===== config.mk =====
export PLATFORM = sky130hd
export DESIGN_NAME = mul_accum
export DESIGN_NICKNAME = d
export VERILOG_FILES = /design/src/rtl/mul_accum.sv
export SDC_FILE = /design/constraint.sdc
export NUM_CORES = 1
export LEC_CHECK = 0
export CORE_MARGIN = 2
export CORE_UTILIZATION = 54
export CTS_CLUSTER_DIAMETER = 150
export DETAILED_ROUTE_END_ITERATION = 16
export PLACE_DENSITY = 0.85
export REMOVE_ABC_BUFFERS = 1
export SLEW_MARGIN = 30
export SYNTH_ARGS = -nofsm -noshare
export SYNTH_HDL_FRONTEND = slang
export SYNTH_SLANG_ARGS = --single-unit

===== constraint.sdc =====
create_clock -name clk -period 5.95 [get_ports clk]
set_input_delay 1.19 -clock clk [delete_from_list [all_inputs] [get_ports clk]]
set_output_delay 1.19 -clock clk [all_outputs]
set_load 0.02 [all_outputs]

===== src/rtl/mul_accum.sv =====
// Frame accumulator for 7-bit products from the 4x3 multiply-add array.
// Sums len+1 beats, then holds the result until downstream takes it.
module mul_accum #(
   parameter int ACC_W = 11,
   parameter int CNT_W = 4
) (
   input  logic             clk,
   input  logic             reset,
   input  logic             in_valid,
   output logic             in_ready,
   input  logic [6:0]       in_data,
   input  logic [CNT_W-1:0] len,
   output logic             out_valid,
   input  logic             out_ready,
   output logic [ACC_W-1:0] out_sum,
   output logic             out_ovf,
   output logic             busy
);

   localparam logic [1:0] IDLE = 2'd0;
   localparam logic [1:0] ACC  = 2'd1;
   localparam logic [1:0] HOLD = 2'd2;

   logic [1:0]       state;
   logic [ACC_W-1:0] acc;
   logic [CNT_W-1:0] cnt;
   logic             ovf;
   logic             live;
   logic [ACC_W:0]   sum;
   logic             take;

   // live keeps in_ready low until the first edge after reset release
   assign sum      = {1'b0, acc} + (ACC_W+1)'(in_data);
   assign in_ready = live & (state != HOLD);
   assign take     = in_valid & in_ready;

   assign out_valid = (state == HOLD);
   assign out_sum   = acc;
   assign out_ovf   = ovf;
   assign busy      = (state != IDLE);

   always_ff @(posedge clk or negedge reset) begin
      if (!reset) begin
         state <= IDLE;
         acc   <= '0;
         cnt   <= '0;
         ovf   <= 1'b0;
         live  <= 1'b0;
      end else begin
         live <= 1'b1;
         case (state)
            IDLE: begin
               if (take) begin
                  acc   <= ACC_W'(in_data);
                  cnt   <= len;
                  ovf   <= 1'b0;
                  state <= (len == '0) ? HOLD : ACC;
               end
            end
            ACC: begin
               if (take) begin
                  acc <= sum[ACC_W-1:0];
                  ovf <= ovf | sum[ACC_W];
                  cnt <= cnt - CNT_W'(1);
                  if (cnt == CNT_W'(1))
                     state <= HOLD;
               end
            end
            HOLD: begin
               if (out_ready)
                  state <= IDLE;
            end
            default: state <= IDLE;
         endcase
      end
   end

endmodule


======== After elaboration in Yosys (flattened, before gate mapping) ========
Cells that the tools add are included.
W data, S select, Z words.
operators by class
  equal/unequal tests ..................... 8
  reductions and logical operators ........ 6
  add/subtract/negate cells ............... 2
  muxes and demuxes ....................... 15
  bitwise logic cells ..................... 3
operator list
  kind                   number
  $mux W11               2
  $pmux W11 S2           1
  $add A11 B7 Y12        1
  $mux W2                5
  $mux W4                2
  $ne A2 B2 Y1 const B   4
  $pmux W4 S2            1
  $pmux W2 S3            1
  $eq A4 B1 Y1 const B   1
  $logic_not A4 Y1       1
  $reduce_and A4 Y1      1
  $reduce_bool A2 Y1     2
  $sub A4 B1 Y4 const B  1
  $reduce_and A3 Y1      1
  $and A1 B1 Y1          2
  $eq A2 B1 Y1 const B   1
  $eq A2 B2 Y1 const B   1
  $logic_not A2 Y1       1
  $mux W1                2
  $ne A2 B1 Y1 const B   1
  $pmux W1 S2            1
  $or A1 B1 Y1           1
storage, ports and cells
  flip-flop bits (word level) ............. 19
  bits of input ports ..................... 15
  output and inout bits ................... 15

======== Longest topological paths before layout ========
  word-level depth ........................ 5
  mapped depth ............................ 8

======== Worst setup path before layout ========
OpenSTA, ideal clock, no wires.
  path kind ............................... input-to-reg
  start point ............................. input in_data[4]
  end point ............................... register acc[7] (netlist: out_sum[7])
  path slack .............................. 3.217 ns
  library setup time ...................... 0.121 ns
  cell stages on the path ................. 6
  arrival time ............................ 2.612 ns
  path through ............................ ha_1 > a21o_1 > a31o_2 > a21oi_2 > mux2_2 > a22o_1
on the way
  cells in the longest elaborated chain, start to end .. 3
RTL lines
  element               RTL line  RTL
  from (decl)           11        input logic [6:0] in_data,
  $add A11 B7 Y12       33        assign sum = {1'b0, acc} + (ACC_W+1)'(in_data);
  $mux W11              61        if (take) begin
  $pmux W11 S2          51        case (state)
  to (signal assigned)  54        acc <= ACC_W'(in_data);
  to (signal assigned)  62        acc <= sum[ACC_W-1:0];
  to (decl)             25        logic [ACC_W-1:0] acc;
Every way passes these cells. The select of a mux whose other input is x is not followed.
A chain may end at the register's enable or synchronous reset.

======== Final worst setup path ========
  start point ............................. register state[0]
  end point ............................... output in_ready
on the way
  cells in the longest elaborated chain, start to end .. 2
RTL lines
  element                 RTL line  RTL
  from (decl)             24        logic [1:0] state;
  from (signal assigned)  57        state <= (len == '0) ? HOLD : ACC;
  $ne A2 B2 Y1            34        assign in_ready = live & (state != HOLD);
  $and A1 B1 Y1           34
  to (decl)               10        output logic in_ready,
Every way passes these cells.

==> results list <==
- 0 antenna diodes ended up in the layout.
- Final Instance Area: 0.00164 mm²
* Overflow after GRT: 0
* H-Tree Depth: 1
* Detail Placement HPWL: 2150 µm
- The tree is rooted in a sky130_fd_sc_hd__clkbuf_4.
- The initial utilization of the core area, before any placement, comes to 55.6%.
* Total number of placement rows: 18
- Count of pins on the block boundary: 30
* Most common flop cell mapped by yosys: sky130_fd_sc_hd__dfrtp_1
- DRC marker count from the first detailed-route iteration: 26
* Status: completed
* Routability cong.: 0.790
- The cell area that synthesis handed to floorplanning was 0.00134 mm².
* Post-synthesis instance total: 148
- Synth cell count leaders: 19 x sky130_fd_sc_hd__dfrtp_1, 12 x sky130_fd_sc_hd__nand2_1, 12 x sky130_fd_sc_hd__o21ai_0
- From synthesis to final layout, the design area changed by 22.5%.
- Counting distinct cell types in the post-synthesis netlist gives 45.
- For the worst-skew pair, the clock arrives at the later sink with an insertion delay of 0.30 ns.
- TritonCTS clock tree: done
- First-pass GRT wire length: 4930 µm
* Top post-synthesis cells by area: sky130_fd_sc_hd__dfrtp_1 36%, sky130_fd_sc_hd__ha_1 8.4%, sky130_fd_sc_hd__o21ai_0 4.5%
- Final standard cell count with taps included and fillers excluded: 204
* Drt wl/cell: 14.5 µm
- The worst setup path is captured at an output pin.
- Cell type with the largest total area after synthesis: sky130_fd_sc_hd__dfrtp_1
* Post-detailed-route via-to-cell ratio: 5.98
* Share of Yosys cell area claimed by the top area cell type: 35.5%
* Met1 GRT Util: 30.1%
- The number of antenna violations at the first check in global routing was 0.
- Final Net Count: 200
- Top achievable clock speed: 318 MHz
* Vias after detailed routing: 1219
- Summing the sequential cell areas from Yosys gives 35.5% of the chip area.
* Max-Slew Margin vs Limit: 41.8%
- The worst setup path is launched from a register.
* Slew at the pin closest to its max-slew limit: 0.870 ns
- Number of cells after detailed placement: 200
* Via count of the first global-routing pass: 1099
- The floorplan step defined a core boundary enclosing 0.00241 mm².
- TritonCTS buffer count: 3
* Number of buffers added for setup after CTS: 0
- Initial DRT Pass Iterations: 4
- Detailed-route DRC error count: 0
* Power per Cell Area: 489 mW/mm²
- Clock-pin slew was measured on the worst setup and hold paths at 0.11 ns.
* Class of the most critical setup path: reg2out
* Setup slack of the most critical reg-to-reg path: 3.88 ns
- In this run the worst path has a maximum fanout of 20.
* Unrepaired setup endpoints after global routing: no
* Final sum of negative setup slack: 0 ns
* Number of warnings issued by yosys: 0
- Total die area: 0.00289 mm²
* Final worst-path setup slack: 2.81 ns
- The die is 53.8 µm tall.
- In the post-synthesis netlist, the cell with the most instances is sky130_fd_sc_hd__dfrtp_1.
- Max-slew violation total from the final report: 0
- Clock Skews: 0.00239 ns
- Before CTS, the worst setup slack after placement is 2.66 ns.
- Final worst hold slack: 0.508 ns
- Number of gates resized after cts: 0
* Overall routed net length: 2960 µm
- Maximum number of buffers from clock root to sink: 2
- The path class of the tightest hold or removal check is reg2reg.
* WP data required: 4.76 ns
* Number of I/O port buffers: 29
* All-layer global routing usage: 23.8%
- The worst-case IR drop observed on VDD is 0.000284 V.
- For this run, asynchronously set or reset flops after synthesis account for 100%.
- The analysis attributes to cell leakage a power of 0.707 nW.
- In this run, synthesis inferred 0 flip-flops with an integrated enable.
- X dimension of the die: 53.8 µm
- Fraction of the cycle the final worst path needs: 52.8%
* Final hold viol count: 0
* Placed instance area: 0.00162 mm²
- After synthesis, the mean cell area works out to 9.05 µm².
- Global Route met3 Usage: 3.89%
* Register bit total from synthesis: 19
- For the worst setup path, the data arrival time is 1.95 ns.
- GRT met2 Usage: 40.2%
- Setup violations remaining at the end of the flow were counted as 0.
* Most crowded layer after global routing: met2
- CTS sink count: 19
- The detail route stage leaves a number of antenna-violating nets equal to 0.
- The routed design could run at a clock period as short as 3.14 ns.
- Number of hold buffers added after cts: 0
- Entering global routing, the biggest net connects 24 pins.
- Cells with a size suffix above 1 make up 7.47% of the layout.
* Number of max-cap violations: 0
[registers in the layout, summed over array words and instances (netlist names)]
signal / count
cnt: 4
live: 1
out_ovf: 1
out_sum: 11
state: 2
[final cells by class]
| class | count | area [µm²] |
|---|---|---|
| timing repair buffer | 29 | 285 |
| multi-input combinational | 115 | 790 |
| sequential | 19 | 475 |
| tap | 30 | 37.5 |
| fill | 185 | 769 |
| clock buffer | 4 | 26.3 |
| inverter | 7 | 26.3 |
[critical path, cell delays in order (launching register included)]
cell and delay [ns]:
sky130_fd_sc_hd__dfrtp_1 0.72, sky130_fd_sc_hd__nand2b_1 0.21, sky130_fd_sc_hd__and2_1 0.13, sky130_fd_sc_hd__clkdlybuf4s50_1 0.59
[metal layers]
metal  vias to the layer above  part of all wire (%)
li1                        590                     -
met1                       591                    43
met2                        32                    50
met3                         6                   4.7
met4                         0                   1.6
met5                         -                     0
[cell usage in the layout (no fill, tap or decap), types with 2 or more instances in the layout]
cell	instances
sky130_fd_sc_hd__clkdlybuf4s50_1	28
sky130_fd_sc_hd__dfrtp_1	19
sky130_fd_sc_hd__nand2_1	12
sky130_fd_sc_hd__o21ai_0	12
sky130_fd_sc_hd__ha_1	9
sky130_fd_sc_hd__nor2_1	8
sky130_fd_sc_hd__inv_1	7
sky130_fd_sc_hd__a21oi_1	7
sky130_fd_sc_hd__nor3_1	7
sky130_fd_sc_hd__nand3_1	7
sky130_fd_sc_hd__or3_1	5
sky130_fd_sc_hd__a31oi_1	4
sky130_fd_sc_hd__nand2b_1	3
sky130_fd_sc_hd__a211oi_1	3
sky130_fd_sc_hd__a21o_1	3
sky130_fd_sc_hd__clkbuf_4	3
sky130_fd_sc_hd__and2_1	2
sky130_fd_sc_hd__o22a_1	2
sky130_fd_sc_hd__nand3b_1	2
sky130_fd_sc_hd__o211ai_1	2
sky130_fd_sc_hd__o21a_1	2
sky130_fd_sc_hd__o22ai_1	2
[kinds of logic (layout without fill, tap and decap cells)]
group | after synthesis | after routing | synth area share [%]
buf+inv | 14 | 40 | 5.70
compound gates | 46 | 46 | 24.4
fa+ha+maj | 10 | 10 | 9.91
other cells | 1 | 1 | 0.280
mux | 2 | 2 | 1.59
simple gates | 54 | 54 | 21.3
flops | 19 | 19 | 35.5
xor+xnor | 2 | 2 | 1.31
[final timing paths]
kind | to | from | depth (start not counted)
max in group asynchronous | live | reset | 1
worst max-delay path | in_ready | state[0] | 3
worst min-delay path | out_ovf | out_ovf | 1
min in group asynchronous | out_sum[2] | reset | 1
worst max register to register | out_sum[4] | state[1] | 4
worst min register to register | out_ovf | out_ovf | 1
[per-stage QoR]
stage	power, mW	utilization, %
2_1_floorplan	0.571	-
3_3_place_gp	0.716	67.1
3_5_place_dp	0.737	67.1
4_1_cts	0.805	68.2
5_1_grt	0.870	68.1
6_report	0.802	68.1
[report_power, final]
group / leakage [nW] / total, mW / internal (mW) / switching (mW)
Clock: 0.0150 / 0.0669 / 0.0261 / 0.0408
Combinational: 0.471 / 0.488 / 0.234 / 0.254
Sequential: 0.221 / 0.248 / 0.184 / 0.0638
Total: 0.707 / 0.802 / 0.444 / 0.358
Note: power is estimated with default switching activity, not from simulation.
